===== src/rtl/buffer_readout.sv =====
// rtl/buffer_readout.sv - reads nwords buffer words from address 0 and streams them out as bytes, MSB first
//
// Ports:
//   clk, rst_n        clock, asynchronous active-low reset
//   start, nwords     readout request and word count (sampled in IDLE only)
//   abort             cancels a readout in progress
//   rd, raddr, rdata  buffer read port (rdata combinational from raddr while rd=1)
//   tx_data, tx_valid, tx_ready  byte stream to the downstream link
//   busy, done        readout in progress / one-cycle normal-completion pulse
module buffer_readout #(
  parameter int DATBITS = 24,
  parameter int ADDBITS = 8
) (
  input  logic               clk,
  input  logic               rst_n,
  input  logic               start,
  input  logic [ADDBITS:0]   nwords,
  input  logic               abort,
  output logic               rd,
  output logic [ADDBITS-1:0] raddr,
  input  logic [DATBITS-1:0] rdata,
  output logic [7:0]         tx_data,
  output logic               tx_valid,
  input  logic               tx_ready,
  output logic               busy,
  output logic               done
);

  localparam int NB  = DATBITS / 8;
  localparam int BCW = (NB > 1) ? $clog2(NB) : 1;
  localparam logic [BCW-1:0]     LAST_BYTE = BCW'(NB - 1);
  localparam logic [BCW-1:0]     BC_ONE    = BCW'(1);
  localparam logic [ADDBITS:0]   W_ONE     = (ADDBITS + 1)'(1);
  localparam logic [ADDBITS-1:0] A_ONE     = ADDBITS'(1);

  typedef enum logic [1:0] {IDLE, FETCH, SEND, FINISH} state_t;

  state_t               state_q, state_d;
  logic [ADDBITS:0]     nwords_q, nwords_d;
  logic [ADDBITS:0]     widx_q, widx_d;
  logic [ADDBITS-1:0]   raddr_q, raddr_d;
  logic [DATBITS-1:0]   shreg_q, shreg_d;
  logic [BCW-1:0]       bcnt_q, bcnt_d;

  always_ff @(posedge clk or negedge rst_n) begin
    if (!rst_n) begin
      state_q  <= IDLE;
      nwords_q <= '0;
      widx_q   <= '0;
      raddr_q  <= '0;
      shreg_q  <= '0;
      bcnt_q   <= '0;
    end else begin
      state_q  <= state_d;
      nwords_q <= nwords_d;
      widx_q   <= widx_d;
      raddr_q  <= raddr_d;
      shreg_q  <= shreg_d;
      bcnt_q   <= bcnt_d;
    end
  end

  always_comb begin
    state_d  = state_q;
    nwords_d = nwords_q;
    widx_d   = widx_q;
    raddr_d  = raddr_q;
    shreg_d  = shreg_q;
    bcnt_d   = bcnt_q;

    unique case (state_q)
      IDLE: begin
        if (start) begin
          if (nwords != '0) begin
            nwords_d = nwords;
            widx_d   = '0;
            raddr_d  = '0;
            state_d  = FETCH;
          end else begin
            state_d  = FINISH;
          end
        end
      end
      FETCH: begin
        shreg_d = rdata;
        bcnt_d  = '0;
        state_d = SEND;
      end
      SEND: begin
        if (tx_ready) begin
          // The outgoing byte always sits in the top 8 bits; shifting exposes the next one.
          shreg_d = shreg_q << 8;
          bcnt_d  = bcnt_q + BC_ONE;
          if (bcnt_q == LAST_BYTE) begin
            if (widx_q == nwords_q - W_ONE) begin
              state_d = FINISH;
            end else begin
              widx_d  = widx_q + W_ONE;
              raddr_d = raddr_q + A_ONE;
              state_d = FETCH;
            end
          end
        end
      end
      FINISH: state_d = IDLE;
      default: state_d = IDLE;
    endcase

    // Abort overrides any transfer or advance decided above; raddr keeps its last value.
    if (abort && state_q != IDLE) begin
      state_d = IDLE;
      shreg_d = '0;
      bcnt_d  = '0;
    end
  end

  assign rd       = (state_q == FETCH);
  assign raddr    = raddr_q;
  assign tx_valid = (state_q == SEND);
  assign tx_data  = shreg_q[DATBITS-1 -: 8];
  assign busy     = (state_q != IDLE);
  assign done     = (state_q == FINISH);

endmodule

===== config.mk =====
export PLATFORM = sky130hd
export DESIGN_NAME = buffer_readout
export DESIGN_NICKNAME = d
export VERILOG_FILES = /design/src/rtl/buffer_readout.sv
export SDC_FILE = /design/constraint.sdc
export NUM_CORES = 1
export LEC_CHECK = 0
export BUFFER_PORTS_ARGS = -buffer_cell sky130_fd_sc_hd__buf_2
export CORE_MARGIN = 5
export CORE_UTILIZATION = 50
export CTS_CLUSTER_SIZE = 10
export DETAILED_ROUTE_END_ITERATION = 16
export HOLD_SLACK_MARGIN = 0.1
export PLACE_DENSITY = 0.76
export SLEW_MARGIN = 10
export SYNTH_ARGS = -nofsm -noshare
export SYNTH_HDL_FRONTEND = slang
export SYNTH_SLANG_ARGS = --single-unit

===== constraint.sdc =====
create_clock -name clk -period 3.41 [get_ports clk]
set_clock_uncertainty 0.15 [all_clocks]
set_input_delay 0.5115 -clock clk [delete_from_list [all_inputs] [get_ports clk]]
set_output_delay 0.5115 -clock clk [all_outputs]
set_load 0.005 [all_outputs]

# Word level (Yosys, flattened, before mapping)
# Index checks and enable logic that the tools add are counted.
[totals]
in_bits = 38
reg_bits = 54
elab_cells = 58
output_inout_bits = 20
[classes]
muxes = 25
reduce_logical = 10
eq_ne = 13
addsub = 4
[ops]
columns = ["cell", "count"]
rows = [
  ["$mux 24", 2],
  ["$pmux 24 s2", 1],
  ["$mux 9", 5],
  ["$mux 8", 5],
  ["$pmux 9 s2", 1],
  ["$mux 2", 8],
  ["$pmux 8 s2", 1],
  ["$add 9x1->9 const B", 1],
  ["$eq 9x9->1", 1],
  ["$reduce_bool 9->1", 1],
  ["$sub 9x1->9 const B", 1],
  ["$add 8x1->8 const B", 1],
  ["$pmux 2 s4", 1],
  ["$eq 2x2->1 const B", 3],
  ["$ne 2x2->1 const B", 3],
  ["$ne 3x1->1 const B", 2],
  ["$reduce_and 3->1", 2],
  ["$reduce_and 6->1", 1],
  ["$ne 2x1->1 const B", 2],
  ["$pmux 2 s2", 1],
  ["$reduce_bool 2->1", 2],
  ["$ne 3x3->1 const B", 1],
  ["$reduce_bool 3->1", 1],
  ["$add 2x1->2 const B", 1],
  ["4 further kinds", 4],
]

# Longest topological paths before layout
# Gate-level depths: netlist (run 1).
[depth]
depth_word = 7
depth_mapped = 11
ltp_nobuf = 8

# Worst setup path before layout (run 1)
# No wires, ideal clock.
[synth_path]
kind = "register to register"
start = "register nwords_q[2]"
end = "register raddr_q[0] (netlist: raddr[0])"
path_stages_with_launch = 10
setup_slack_ns = 0.654
setup_time_ns = 0.125
arrival_time_ns = 2.481
path_cell_list = "dfrtp_1 buf_6 or4_1 nor4_2 xnor2_1 or4_1 buf_2 o21a_1 buf_6 mux2_4"
[synth_via]
elab_chain_cells = 4
[synth_lines]
columns = ["element", "line_no", "text"]
rows = [
  ["start, declared", "39", "logic [ADDBITS:0] nwords_q, nwords_d;"],
  ["start signal, assigned", "55", "nwords_q <= nwords_d;"],
  ["$sub 9x1->9", "95", "if (widx_q == nwords_q - W_ONE) begin"],
  ["$eq 9x9->1", "95", ""],
  ["$ne 2x2->1 (no source line)", "n/a", ""],
  ["$reduce_and 6->1 (no source line)", "n/a", ""],
  ["end signal, assigned", "57", "raddr_q <= raddr_d;"],
  ["end, declared", "41", "logic [ADDBITS-1:0] raddr_q, raddr_d;"],
]
# No other way between the ends.
# A chain may end at the register's enable or synchronous reset.

# Final worst setup path (run 1)
[layout_path]
start = "register nwords_q[2]"
end = "register raddr_q[2] (netlist: raddr[2])"
# The elaborated chain is that of the path after synthesis.

==> results of run 1 <==
cell type report:
class	instances	area [um2]	share of cell area [%]
Timing Repair Buffer	69	375.4	10.45
Sequential cell	54	1351	37.63
Tap cell	77	96.34	2.683
Clock buffer	6	82.58	2.300
Inverter	25	93.84	2.613
Clock inverter	2	17.52	0.4878
Multi-Input combinational cell	221	1574	43.83
registers in the layout, indices dropped and copies added, names as in the netlist:
signal    flops
nwords_q      9
shreg_q      24
raddr         8
widx_q        9
state_q       2
bcnt_q        2
synth_stat cells, drive strengths merged, types with 2 or more instances:
library cell / instances / area (um2)
and3: 5 / 31.28
o21a: 3 / 22.52
nor4: 6 / 43.79
mux2: 11 / 131.4
mux2i: 18 / 180.2
a22oi: 8 / 60.06
ha: 8 / 100.1
xor2: 7 / 61.31
nand2: 8 / 30.03
dfrtp: 54 / 1351
nor3: 19 / 95.09
or3: 7 / 43.79
nor2b: 2 / 12.51
o211ai: 26 / 245.2
or4: 3 / 22.52
buf: 14 / 107.6
nor2: 30 / 112.6
xnor2: 4 / 35.03
nand3: 21 / 105.1
a21oi: 5 / 25.02
o21ai: 6 / 30.03
clkbuf: 17 / 63.81
inv: 24 / 90.09
a211oi: 17 / 127.6
power groups by stage:
stage	Clock [mW]	Sequential (mW)	Combinational, mW
2_1_floorplan	0	0.990	1.17
3_3_place_gp	0	1.05	1.38
3_5_place_dp	0	1.07	1.42
4_1_cts	0.405	1.05	1.43
5_1_grt	0.433	1.09	1.60
6_report	0.393	1.06	1.42
metal layers:
layer,GRT usage [%],up-vias,share of wire (%)
met2,31.16,89,48
met5,0,-,0
met1,25.12,1276,45
met4,5.459,0,1.2
met3,4.591,12,6.2
li1,-,1279,-
metrics by stage:
| stage | total power [mW] | setup slack, ps | hold WS, ps | cell area (um2) |
|---|---|---|---|---|
| 3_5_place_dp | 2.491 | 463.3 | 376.7 | 3491 |
| 6_report | 2.872 | 435.3 | 108.2 | 3591 |
| 3_3_place_gp | 2.431 | 521.6 | 361.9 | 3491 |
| 5_1_grt | 3.116 | 288.8 | 165.5 | 3591 |
| 4_1_cts | 2.887 | 417.0 | 127.8 | 3591 |
| 2_1_floorplan | 2.162 | 654.4 | 65.91 | 3188 |
cells by family after synthesis:
family,synth area share [%]
AO/OA/AOI/OAI,17.35
XOR/XNOR,3.022
adder cells (fa/ha/maj),3.140
buffers and inverters,8.320
flip-flops,42.39
multiplexers,9.772
AND/OR/NAND/NOR,16.01
critical path, cell delays in order (launching register included):
cell and delay, ps:
dfrtp_1 490, or4_1 580, nor4_2 190, xnor2_1 100, or4_1 540, o21a_1 400
buf_4 280, o211ai_1 170
cell usage in the layout, fill, tap and decap left out, types with 7 or more instances in the layout:
master    count
o211ai_2     10
buf_4        12
a22oi_1       8
ha_1          8
inv_1        24
xor2_1        7
nand2_1       8
nand3_1      21
dfrtp_1      54
mux2i_1      18
or3_1         7
buf_2        57
o211ai_1     16
nor3_1       19
a211oi_1     17
nor2_1       30
mux2_2        9
worst paths after layout:
path	end	slack (ps)	cells after the start
worst max-delay path	raddr[2]	440	7
worst min-delay path	raddr[4]	110	1
worst max register to register	raddr[2]	440	7
worst min register to register	bcnt_q[1]	390	2
max in group asynchronous	widx_q[4]	2340	2
min in group clk	nwords_q[1]	290	2
==> flow_summary.ini, run 1 <==
[global_routing]
number_of_antenna_violations_at_the_first_check_in_global_routing = 0
pin_count_of_the_biggest_net_entering_global_routing = 35
global_route.overflow_total = 0
grt_pass1_vias = 2713
first_pass_grt_wire_length_mm = 12.88
grt_usage_pct = 19.04

[yosys]
synthesis.area_um2 = 3188
ys_types = 38
seq_area_frac_synth_pct = 42.39
number_of_enable_flip_flop_cells_after_synthesis = 0
synth-seq-cells = 54
synth-main-ff-cell = dfrtp_1
avgSynthCellArea_um2 = 9.632
postSynth.asyncResetShare_pct = 100.0
syn-instance-count = 331
yosys_warnings = 0
mappedNetlistNets = 377

[pwr]
power.share.clock_pct = 13.7
cell_internal_power_mw = 1.612
p_switching_mw = 1.260
ir_worst_vdd_v = 0.0005189
p_sw_share_pct = 43.86
seq_power_share_pct = 36.8
powerDensity_nw_per_um2 = 799.8
pwr-share-comb_pct = 49.6
static-leakage-power_nw = 1.620

[drt]
vias_per_cell = 5.850
routedWlPerCell_um = 16.47
drt_iter0_markers = 199
drc = 0
firstDrtPassIters = 4
detailroute.via_count = 2656
postRouteWirelength_mm = 7.477
route.antenna.remaining_nets = 0

[min_path]
min-delay-path-class = in2async

[clock_network]
h-tree-depth = 2
clkSinkCount = 54
cts_hold_buffers = 0
clock_slew_seen_by_the_registers_of_the_worst_setup_and_hold_paths_ps = 100
clockBufferDepth = 2
clk_root_buffer_cell = clkbuf_8
cts_made_buffers = 5
postCtsResizedCells = 0
cts_tree = built
postCtsSetupBuffers = 0
insertion_delay_ps = 320

[sta]
layout_worst_path_cycle_share_pct = 87.23
slew_viol_final = 0
worst_slew_margin_rel_pct = 30.71
achievable_freq_mhz = 336.2
period_minus_slack_ps = 2975
grt_setup_unrepaired = no
setup_viol = 0
aggregate_negative_setup_slack_ps = 0
hold_viol_final = 0
tightestPinTransition_ps = 1039

[final_layout]
filler_cell_count_in_the_final_layout = 553
areaGrowthSynthToFinish_pct = 12.64
antenna_diodes = 0
final_layout_size_suffix_gt1_share_pct = 26.53
layout.cells.non_filler = 454
core_utilization_of_the_finished_layout_pct = 57.21
final_net_count = 422

[placed_design]
placement.io_buffers = 57
gp_congestion = 0.8720
placed_cells = 446
detailed_place_hpwl_mm = 5.477

[setup_path]
critical_path_origin = nwords_q[2]
timing_worst_setup_path_type = reg2reg
worstPathMaxFanout = 11
cp_data_required_time_ps = 3500
worst_ep_arrival_time_ps = 3060
critical_path.endpoint_type = register
crit-reg2reg-launch = nwords_q[2]
timing.critical_path.from_type = register

[floorplan]
floorplan.die_area_um2 = 8073
die_width_um = 89.85
floorplan.die.height_um = 89.85
top_ports = 58
std_cell_rows = 29
initial_core_util_pct = 50.79
design.core.area_um2 = 6277

[flow_run]
max_cap_viol_count = 0

[outcome]
run_status = finished clean
No activity file was read; power rests on OpenSTA's default activity.
==> run 2: changes to the inputs <==
- PLACE_DENSITY: 0.76 -> 0.79
- clock period: 3.41 -> 2.64 ns (I/O delays scaled with it)
==> run 2 against run 1 <==
Effect of this change: routed wire length grew 0.24%; clock-buffer cell count is 1 lower; largest cell class unchanged; die area is the same; register-to-register slack worse by 360 ps; critical endpoint is now raddr[0].
==> flow_summary.ini, run 2 (synthesis gave the netlist of run 1 again) <==
[drt]
drt_iter0_markers = 202
route.antenna.remaining_nets = 0
detailroute.via_count = 2643
postRouteWirelength_mm = 7.495
drc = 0
firstDrtPassIters = 4
routedWlPerCell_um = 16.08
vias_per_cell = 5.672

[placed_design]
dpl-instance-area_um2 = 3591
detailed_place_hpwl_mm = 5.374
gp_congestion = 0.8642
placement.io_buffers = 57

[final_layout]
multi_input_area_um2 = 1614
largest-register = shreg_q
most-common-layout-cells = 57 x buf_2, 54 x dfrtp_1, 30 x nor2_1
final_layout_size_suffix_gt1_share_pct = 30.08
largest_register_ff_count = 24
final_common_cell = buf_2
filler_cell_count_in_the_final_layout = 530
seq_area_um2 = 1351
postLayoutCellArea_um2 = 3786
areaGrowthSynthToFinish_pct = 18.76
final_net_count = 434
antenna_diodes = 0
largest_registers = shreg_q x24, nwords_q x9, widx_q x9

[global_routing]
global_route.overflow_total = 0
number_of_antenna_violations_at_the_first_check_in_global_routing = 0
grt_pass1_vias = 2640
grt_usage_pct = 18.14
first_pass_grt_wire_length_mm = 12.45
pin_count_of_the_biggest_net_entering_global_routing = 55

[floorplan]
design.core.area_um2 = 6277
floorplan.die.height_um = 89.85
die_width_um = 89.85
initial_core_util_pct = 50.79
std_cell_rows = 29
top_ports = 58
floorplan.die_area_um2 = 8073

[pwr]
static-leakage-power_nw = 1.715
powerDensity_nw_per_um2 = 1051
seq_power_share_pct = 33.3
power.total_mw = 3.979
p_switching_mw = 1.685
p_sw_share_pct = 42.35
pwr-share-comb_pct = 52.1
cell_internal_power_mw = 2.294
ir_worst_vdd_v = 0.0008752
power.share.clock_pct = 14.5

[sta]
setup_viol = 0
slew_viol_final = 0
layout_worst_path_cycle_share_pct = 97.27
period_minus_slack_ps = 2568
tightestPinTransition_ps = 687.2
grt_setup_unrepaired = yes
hold_viol_final = 0
aggregate_negative_setup_slack_ps = 0
achievable_freq_mhz = 389.4
worst_slew_margin_rel_pct = 54.18

[clock_network]
clock_slew_seen_by_the_registers_of_the_worst_setup_and_hold_paths_ps = 110
h-tree-depth = 2
insertion_delay_ps = 320
clockBufferDepth = 2
cts_made_buffers = 5
postCtsSetupBuffers = 0
cts_tree = built
clk_root_buffer_cell = clkbuf_8
clkSinkCount = 54

[outcome]
run_status = finished clean

[setup_path]
timing_worst_setup_path_type = reg2reg
worstPathMaxFanout = 4
number_of_cells_on_the_worst_reg_to_reg_path = 6
timing.critical_path.from_type = register
cp_data_required_time_ps = 2710
critical_path.endpoint_type = register
worst_ep_arrival_time_ps = 2630

[min_path]
min-delay-path-class = in2reg
whs_path_depth = 3

[flow_run]
max_cap_viol_count = 0
==> run 2: cell type report <==
type                            instances  area share [%]
Multi-Input combinational cell        221           42.63
Sequential cell                        54           35.69
Timing Repair Buffer                   81           13.55
Tap cell                               77           2.545
Inverter                               25           2.479
Clock buffer                            5           1.818
Clock inverter                          3           1.289
==> run 2: critical path, cell delays in order (launching register included) <==
cell	delay, ps
dfrtp_1	390
or4_4	540
nor4_4	150
xnor2_1	100
or4_4	590
o21a_4	250
mux2_4	290
==> run 2: power groups by stage <==
| stage | Clock, mW | Sequential [mW] | Combinational (mW) |
|---|---|---|---|
| 3_5_place_dp | 0 | 1.34 | 2.00 |
| 5_1_grt | 0.622 | 1.36 | 2.30 |
| 2_1_floorplan | 0 | 1.28 | 1.52 |
| 4_1_cts | 0.589 | 1.33 | 2.02 |
| 3_3_place_gp | 0 | 1.32 | 1.93 |
| 6_report | 0.578 | 1.33 | 2.07 |
==> run 2: metrics by stage <==
stage / hold slack, ps / setup WS (ps) / std cells / util, %
floorplan: -49.59 / -102.4 / 331 / -
global placement: 360.6 / 84.53 / 456 / 57.21
detailed placement: 367.6 / 10.09 / 456 / 57.21
CTS: 167.9 / 14.66 / 465 / 59.34
global route: 175.8 / -13.73 / 466 / 60.31
finish: 173.9 / 72.12 / 466 / 60.31
==> run 2: final timing paths <==
check / to / start / slack [ps]
setup / recovery: raddr[0] / nwords_q[2] / 70
hold / removal: shreg_q[7] / rdata[7] / 170
setup reg to reg: raddr[0] / nwords_q[2] / 70
hold reg to reg: bcnt_q[1] / bcnt_q[1] / 380
max in group asynchronous: shreg_q[19] / rst_n / 1300
min in group asynchronous: raddr[5] / rst_n / 580
==> run 2: per-layer routing <==
layer / GRT usage, % / share of wire, % / vias to the layer above
li1: - / - / 1307
met3: 3.589 / 4.7 / 7
met1: 25.09 / 45 / 1264
met4: 3.970 / 0.99 / 0
met2: 29.57 / 49 / 65
met5: 0 / 0 / -
==> run 2: timing repair <==
item	in CTS	in global routing
endpoints found under the hold margin	54	0
hold buffers	1	0
endpoints found under the setup margin	1	18
pin swaps	0	2
resized for setup	1	9
gates cloned	0	1
==> run 3: changes to the inputs <==
- BUFFER_PORTS_ARGS: -buffer_cell sky130_fd_sc_hd__buf_2 -> -buffer_cell sky130_fd_sc_hd__clkbuf_2
==> run 3 against run 2 <==
Effect of this change: clock-buffer cell count unchanged; hold slack got worse by 11 ps; highest routed layer unchanged; via count increased by 2.3%; maximum frequency increased by 0.46%.
==> flow_summary.ini, run 3 (synthesis gave the netlist of run 1 again) <==
[sta]
layout_worst_path_cycle_share_pct = 96.82
period_minus_slack_ps = 2556
achievable_freq_mhz = 391.2
aggregate_negative_setup_slack_ps = 0
worst_slew_margin_rel_pct = 65.06
hold_viol_final = 0
tightestPinTransition_ps = 523.1
grt_setup_unrepaired = no
setup_viol = 0
worst_slack_ps = 83.93
slew_viol_final = 0
hold_ws_ps = 162.8

[final_layout]
filler_cell_count_in_the_final_layout = 539
largest-register = shreg_q
final_common_cell = clkbuf_2
largest_registers = shreg_q x24, nwords_q x9, widx_q x9
final_net_count = 435
final_layout_size_suffix_gt1_share_pct = 30.26
areaGrowthSynthToFinish_pct = 17.90
most-common-layout-cells = 57 x clkbuf_2, 54 x dfrtp_1, 30 x nor2_1
largest_register_ff_count = 24
antenna_diodes = 0
postLayoutCellArea_um2 = 3759

[min_path]
whs_path_depth = 3
min-delay-path-class = in2reg
hold-path-endpoint = shreg_q[0]
hold_path_origin = rdata[0]

[global_routing]
pin_count_of_the_biggest_net_entering_global_routing = 34
grt_pass1_vias = 2771
most_used_routing_layer = met2
number_of_antenna_violations_at_the_first_check_in_global_routing = 0
global_route.overflow_total = 0
grt.met1_usage_pct = 25.96
global_route_met2_usage_pct = 31.28
grt_usage_pct = 18.86
first_pass_grt_wire_length_mm = 12.99
grt_use_met3_pct = 2.838

[clock_network]
clock_slew_seen_by_the_registers_of_the_worst_setup_and_hold_paths_ps = 110
h-tree-depth = 2
cts_made_buffers = 5
clk_root_buffer_cell = clkbuf_8
clkSinkCount = 54
clockBufferDepth = 2
cts_tree = built
insertion_delay_ps = 320

[setup_path]
worst_ep_arrival_time_ps = 2610
worstPathMaxFanout = 8
reg2reg_setup_slack_ps = 80
timing.critical_path.from_type = register
cp_data_required_time_ps = 2690
critical_path.endpoint_type = register
number_of_cells_on_the_worst_reg_to_reg_path = 7
timing_worst_setup_path_type = reg2reg
worst_r2r_endpoint = widx_q[1]
crit-reg2reg-launch = nwords_q[2]

[pwr]
static-leakage-power_nw = 1.703
power.total_mw = 3.974
ir_worst_vdd_v = 0.0007159
powerDensity_nw_per_um2 = 1057

[floorplan]
std_cell_rows = 29
die_width_um = 89.85
top_ports = 58
floorplan.die_area_um2 = 8073
design.core.area_um2 = 6277
initial_core_util_pct = 50.79
floorplan.die.height_um = 89.85

[flow_run]
max_cap_viol_count = 0

[drt]
vias_per_cell = 5.792
firstDrtPassIters = 4
drc = 0
detailroute.via_count = 2705
routedWlPerCell_um = 16.02
postRouteWirelength_mm = 7.481
drt_iter0_markers = 186
route.antenna.remaining_nets = 0

[placed_design]
gp_congestion = 0.7981
placement.io_buffers = 57
place_worst_setup_slack_ps = 39.14
detailed_place_hpwl_mm = 5.564
dpl-instance-area_um2 = 3606

[outcome]
run_status = finished clean
==> run 3: cell count changes in the layout (fill, tap and decap cells not counted), sizes merged <==
cell      previous run  this run
buf                 79        24
clkbuf               6        62
clkinv               1         2
clkinvlp             1         0
==> run 3: worst max-delay path by stage <==
| stage | end | start | cells after the start | slack, ps |
|---|---|---|---|---|
| 2_1_floorplan | raddr[0] | nwords_q[2] | 9 | -100 |
| 3_3_place_gp | widx_q[1] | nwords_q[2] | 7 | 90 |
| 3_5_place_dp | widx_q[1] | nwords_q[2] | 8 | 40 |
| 4_1_cts | widx_q[1] | nwords_q[2] | 8 | 20 |
| 5_1_grt | widx_q[1] | nwords_q[2] | 7 | 7 |
| 6_report | widx_q[1] | nwords_q[2] | 7 | 80 |
==> run 3: layout make-up <==
class,instances,area (um2),share of cell area (%)
flip-flops and latches,54,1351,35.95
repair buffers,82,488.0,12.98
multi-input cells,221,1613,42.91
well taps,77,96.34,2.563
clock inverters,3,47.55,1.265
inverters,25,93.84,2.497
clock buffers,5,68.82,1.831
==> run 3: critical path: stages, from the launching register on <==
cell	delay [ps]
dfrtp_1	390
or4_4	540
nor4_4	160
xnor2_1	90
or4_4	550
o21a_4	230
buf_4	180
mux2i_2	160
==> run 3: layer usage <==
| metal | share of wire (%) | vias up |
|---|---|---|
| met3 | 3.2 | 11 |
| met1 | 46 | 1337 |
| met4 | 1.2 | 0 |
| met5 | 0 | - |
| met2 | 50 | 60 |
| li1 | - | 1297 |
==> run 3: timing repair <==
| item | in CTS | in global routing |
|---|---|---|
| setup endpoints to repair | 0 | 18 |
| gates resized for setup | 0 | 6 |
| hold endpoints to repair | 16 | 0 |
| buffers inserted | 0 | 0 |
| hold buffers | 1 | 0 |
==> run 3: where the power goes <==
part / leakage (nW) / internal (mW) / switching, mW
sequential: 0.697 / 1.11 / 0.220
combinational: 0.947 / 0.888 / 1.17
clock: 0.0587 / 0.288 / 0.292
==> run 3: stage by stage <==
stage	instances	util [%]
6_report	467	59.88
5_1_grt	467	59.88
4_1_cts	467	59.46
3_3_place_gp	458	57.44
3_5_place_dp	458	57.44
2_1_floorplan	331	-
